**config.mk**
```make
export PLATFORM = sky130hd
export DESIGN_NAME = shift_arbiter2
export DESIGN_NICKNAME = d
export VERILOG_FILES = /design/src/rtl/shift_pkg.sv /design/src/rtl/shift_right32.sv /design/src/rtl/shift_arbiter2.sv
export SDC_FILE = /design/constraint.sdc
export NUM_CORES = 1
export LEC_CHECK = 0
export CORE_AREA = 2 2 103 105
export DETAILED_ROUTE_END_ITERATION = 8
export DIE_AREA = 0 0 105 107
export PLACE_DENSITY_LB_ADDON = 0.2
export SLEW_MARGIN = 20
export SYNTH_ARGS = -nofsm -noshare
export SYNTH_HDL_FRONTEND = slang
export SYNTH_SLANG_ARGS = --single-unit
```
**constraint.sdc**
```tcl
create_clock -name clk -period 5 [get_ports clk]
set_input_delay 1 -clock clk [delete_from_list [all_inputs] [get_ports clk]]
set_output_delay 1 -clock clk [all_outputs]
set_load 0.01 [all_outputs]
```
**src/rtl/shift_pkg.sv**
```systemverilog
// ============================================================================
// Module      : shift_pkg
// Description : Shift opcodes and bit-reversal helper shared by shift clients
// Revision    : 1.0 - initial release
// ============================================================================
`default_nettype none

package shift_pkg;

  typedef enum logic [1:0] {
    SHOP_SRL = 2'b00,
    SHOP_SRA = 2'b01,
    SHOP_SLL = 2'b10,
    SHOP_RSV = 2'b11
  } shift_op_t;

  localparam int DATA_W = 32;

  function automatic logic [31:0] rev32(input logic [31:0] x);
    logic [31:0] r;
    for (int i = 0; i < 32; i++) begin
      r[i] = x[31-i];
    end
    return r;
  endfunction

endpackage

`default_nettype wire

```
**src/rtl/shift_right32.sv**
```systemverilog
// ============================================================================
// Module      : shift_right32
// Description : 32-bit logarithmic right barrel shifter, logical or arithmetic
// Revision    : 1.0 - initial release
// ============================================================================
`default_nettype none

module shift_right32 (
  input  logic [31:0] i_data,
  input  logic [4:0]  i_shamt,
  input  logic        i_mode,
  output logic [31:0] o_result
);

  logic        w_fill;
  logic [31:0] w_s;

  // i_mode selects sign fill; otherwise vacated bits are zero
  assign w_fill = i_mode & i_data[31];

  always_comb begin
    w_s = i_data;
    if (i_shamt[0]) w_s = {w_fill, w_s[31:1]};
    if (i_shamt[1]) w_s = {{2{w_fill}}, w_s[31:2]};
    if (i_shamt[2]) w_s = {{4{w_fill}}, w_s[31:4]};
    if (i_shamt[3]) w_s = {{8{w_fill}}, w_s[31:8]};
    if (i_shamt[4]) w_s = {{16{w_fill}}, w_s[31:16]};
  end

  assign o_result = w_s;

endmodule

`default_nettype wire

```
**src/rtl/shift_arbiter2.sv**
```systemverilog
// ============================================================================
// Module      : shift_arbiter2
// Description : Round-robin two-port arbiter sharing one right shifter, with
//               left shifts formed by bit reversal and a registered response
// Revision    : 1.0 - initial release
// ============================================================================
`default_nettype none

module shift_arbiter2
  import shift_pkg::*;
#(
  parameter int TAG_W = 4
) (
  input  logic             clk,
  input  logic             rst_n,
  input  logic             req0_valid,
  output logic             req0_ready,
  input  logic [31:0]      req0_data,
  input  logic [4:0]       req0_shamt,
  input  logic [1:0]       req0_op,
  input  logic [TAG_W-1:0] req0_tag,
  input  logic             req1_valid,
  output logic             req1_ready,
  input  logic [31:0]      req1_data,
  input  logic [4:0]       req1_shamt,
  input  logic [1:0]       req1_op,
  input  logic [TAG_W-1:0] req1_tag,
  output logic             rsp_valid,
  input  logic             rsp_ready,
  output logic [31:0]      rsp_data,
  output logic             rsp_id,
  output logic [TAG_W-1:0] rsp_tag
);

  logic             r_last_grant;
  logic             r_rsp_valid;
  logic [31:0]      r_rsp_data;
  logic             r_rsp_id;
  logic [TAG_W-1:0] r_rsp_tag;

  logic             w_can_accept;
  logic             w_grant;
  logic             w_fire;
  logic [31:0]      w_x;
  logic [4:0]       w_s;
  shift_op_t        w_op;
  logic [TAG_W-1:0] w_tag;
  logic             w_is_sll;
  logic             w_mode;
  logic [31:0]      w_pre;
  logic [31:0]      w_shr;
  logic [31:0]      w_result;

  // Draining and loading in one cycle keeps full throughput
  assign w_can_accept = ~r_rsp_valid | rsp_ready;
  assign w_grant      = (req0_valid & req1_valid) ? ~r_last_grant : req1_valid;
  assign req0_ready   = w_can_accept & ~w_grant;
  assign req1_ready   = w_can_accept & w_grant;
  assign w_fire       = (req0_valid & req0_ready) | (req1_valid & req1_ready);

  assign w_x   = w_grant ? req1_data  : req0_data;
  assign w_s   = w_grant ? req1_shamt : req0_shamt;
  assign w_op  = shift_op_t'(w_grant ? req1_op : req0_op);
  assign w_tag = w_grant ? req1_tag   : req0_tag;

  // Left shift = reverse, logical right shift, reverse back; reserved acts as srl
  assign w_is_sll = (w_op == SHOP_SLL);
  assign w_mode   = (w_op == SHOP_SRA);
  assign w_pre    = w_is_sll ? rev32(w_x) : w_x;

  shift_right32 u_shift_right32 (
    .i_data   (w_pre),
    .i_shamt  (w_s),
    .i_mode   (w_mode),
    .o_result (w_shr)
  );

  assign w_result = w_is_sll ? rev32(w_shr) : w_shr;

  always_ff @(posedge clk or negedge rst_n) begin
    if (!rst_n) begin
      r_last_grant <= 1'b1;
      r_rsp_valid  <= 1'b0;
      r_rsp_data   <= '0;
      r_rsp_id     <= 1'b0;
      r_rsp_tag    <= '0;
    end else if (w_fire) begin
      r_last_grant <= w_grant;
      r_rsp_valid  <= 1'b1;
      r_rsp_data   <= w_result;
      r_rsp_id     <= w_grant;
      r_rsp_tag    <= w_tag;
    end else if (rsp_ready) begin
      r_rsp_valid  <= 1'b0;
    end
  end

  assign rsp_valid = r_rsp_valid;
  assign rsp_data  = r_rsp_data;
  assign rsp_id    = r_rsp_id;
  assign rsp_tag   = r_rsp_tag;

endmodule

`default_nettype wire

```
==> results.cfg <==
[worst_setup_path]
ff2ff_path_depth = 9
crit_chain = clkdlybuf4s50_1 > nand2b_2 > a2111oi_1 > o41ai_1 > o311ai_0 > o21ai_1 > a21boi_0 > a31oi_1 > o221a_2
worstPathArrival_ns = 4.39
critPathMaxStageDelay_ns = 1.06
reg2reg_slack_ns = 1.61
cp-start-kind = input port
critical_path_peak_fanout = 17
reg2reg_from = r_last_grant$_DFFE_PN1P_
slowest_stage = a2111oi_1
worstSetupStartpoint = req0_op[0]
cp-end-kind = register
criticalPathCategory = input port to register
critPathRequiredTime_ns = 5.21
reg2reg_to = rsp_data[1]$_DFFE_PN0P_
crit_end = rsp_data[22]$_DFFE_PN0P_

[clock_network]
cts_resized = 0
clk_pin_slew_ns = 0.09
cts_root_buf = clkbuf_8
htreeDepth = 2
hold_buffers = 0
cts.sinks = 39
cts_tree = yes
post_cts.repair.setup_buffers = 0
numCtsBuffers = 5
clk_latency_ns = 0.31
clk_path_buf_depth = 2

[sta]
relSlewSlack_pct = 28.43
period_share_pct = 83.73
grt_setup_unrepaired = false
skew_ns = 0.007979
worst_pin_slew_ns = 1.071
fin_ws_ns = 0.8133
tns_ns = 0
drv_slew = 0
period_needed_ns = 4.187
max_freq_mhz = 238.9
finalSetupViolations = 0
hold_viol = 0

[placement]
io_buffers = 130
dp_slack_ns = 0.6073
place_congestion = 1.075
dp_hpwl_mm = 18.16

[global_route]
antenna_found_initial = 0
grt_pass1_wl_mm = 35.77
grt_use_total_pct = 40.52
overflow = 0
grt_pass1_vias = 6678
grt_max_degree = 40

[worst_hold_path]
hold_depth = 1
min_path_type = register to register

[floorplan]
ios = 131
fp.dieArea_um2 = 11240
dieWidth_um = 105
chipHeight_um = 107
start_util_pct = 54.85
fp.coreArea_um2 = 10090
rows = 37

[detailed_routing]
via_count = 6929
route.detailed.drc = 0
via_per_inst = 7.491
drtAntennaViolNets = 0
drt_iter0_drc = 1151
wl_per_cell_um = 25.14
drt-pass1-iter-count = 8
routed_wl_mm = 23.26

[synthesis]
synthTopCellsByCount = 73 x mux2i_1, 64 x nor2_1, 61 x nand2_1, 40 x a21oi_1
synth_top_area_share_pct = 17.18
synth.distinct_cells = 86
synth_flop_cell = dfrtp_1
syn_area_per_cell_um2 = 8.140
synth_most_common_cell = mux2i_1
ys_warn_count = 0
synth_nets = 771
syn-cell-area_um2 = 5535
synth-seq-cells = 39
synthArstFlopShare_pct = 100.0
syn_inst = 680
netlist_top_cells_area = dfrtp_1 17%, mux2i_1 13%, mux4_2 5.7%
synth_edf_count = 0
synth.largest_area_cell = dfrtp_1
synth-seq-area-share_pct = 17.65

[power_and_ir_drop]
ir_worst_vdd_v = 0.0001788
p_total_w = 0.001798
power.density_nw_per_um2 = 255.5
p_leak_nw = 2.732

[cells_and_area]
area_growth_pct = 27.10
nets = 879
fin_util_pct = 69.71
antenna_cells = 0
drive_above_1_share_pct = 11.79

[flow_run]
max_cap_violations = 0

[outcome]
status = complete, no violations
cells by family (layout without fill, tap and decap cells):
kind of cell / Yosys count / count (layout) / synth area share, %
AOI/OAI and AO/OA: 258 / 258 / 34.13
muxes: 106 / 106 / 23.60
and+or+nand+nor: 216 / 216 / 18.26
xor gates and xnor gates: 2 / 2 / 0.3165
DFF: 39 / 39 / 17.65
buffers and inverters: 59 / 168 / 6.035
cell type report:
type | instances | area (µm²)
Timing Repair Buffer | 156 | 1504
Tap cell | 136 | 170.2
Clock inverter | 3 | 43.79
Sequential cell | 39 | 977.2
Clock buffer | 5 | 68.82
Multi-Input combinational cell | 582 | 4257
Inverter | 4 | 15.01
Fill cell | 895 | 3057
metrics by stage:
step / std cells / area (µm²) / hold slack [ns]
3_3_place_gp: 917 / 6922 / 0.4655
3_5_place_dp: 917 / 6923 / 0.4804
2_1_floorplan: 680 / 5535 / 0.5084
5_1_grt: 925 / 7036 / 0.5125
6_report: 925 / 7036 / 0.4954
4_1_cts: 925 / 7036 / 0.4984
worst min path at each step:
stage	startpoint	end	slack, ns
2_1_floorplan	r_last_grant$_DFFE_PN1P_	r_last_grant$_DFFE_PN1P_	0.51
3_3_place_gp	rsp_id$_DFFE_PN0P_	rsp_id$_DFFE_PN0P_	0.47
3_5_place_dp	rsp_data[23]$_DFFE_PN0P_	rsp_data[23]$_DFFE_PN0P_	0.48
4_1_cts	rsp_data[23]$_DFFE_PN0P_	rsp_data[23]$_DFFE_PN0P_	0.50
5_1_grt	rsp_data[23]$_DFFE_PN0P_	rsp_data[23]$_DFFE_PN0P_	0.51
6_report	rsp_data[23]$_DFFE_PN0P_	rsp_data[23]$_DFFE_PN0P_	0.50
per-layer routing:
metal / global-route usage, % / share of wire (%) / vias up / routed length, µm
li1: - / - / 2941 / -
met1: 49.73 / 36 / 3157 / 8470
met2: 63.78 / 43 / 652 / 10080
met3: 9.726 / 13 / 179 / 3025
met4: 26.00 / 7.2 / 0 / 1681
met5: 0 / 0 / - / 0
power breakdown:
group          internal (W)  switching [W]  leakage (nW)  total (W)
Combinational      0.000476       0.000612          2.20    0.00109
Clock              0.000149       0.000133        0.0581   0.000282
Sequential         0.000385      0.0000428         0.470   0.000428
worst max-delay path: cells and delay by family:
family	cells	cell delay, ns
AND/OR/NAND/NOR	1	0.46
AO/OA/AOI/OAI	7	2.41
buffers and inverters	1	0.52
cell usage in the layout (no fill, tap or decap), types with 11 or more instances in the layout:
master | synthesis | routed
mux2i_1 | 73 | 69
o211ai_1 | 11 | 11
o31ai_1 | 14 | 14
dfrtp_1 | 38 | 38
a21oi_1 | 40 | 40
o22ai_1 | 38 | 38
nor3_1 | 35 | 35
nor2_1 | 64 | 63
a31oi_1 | 19 | 19
a211oi_1 | 17 | 17
o21ai_0 | 20 | 20
mux4_2 | 14 | 14
clkdlybuf4s50_1 | 0 | 129
nand2_1 | 61 | 61
buf_4 | 9 | 25
sequential cells by signal (all words and copies together) (netlist names):
signal	cells
rsp_data	32
rsp_valid	1
rsp_tag	4
rsp_id	1
r_last_grant	1
(Power assumes the default switching activity.)
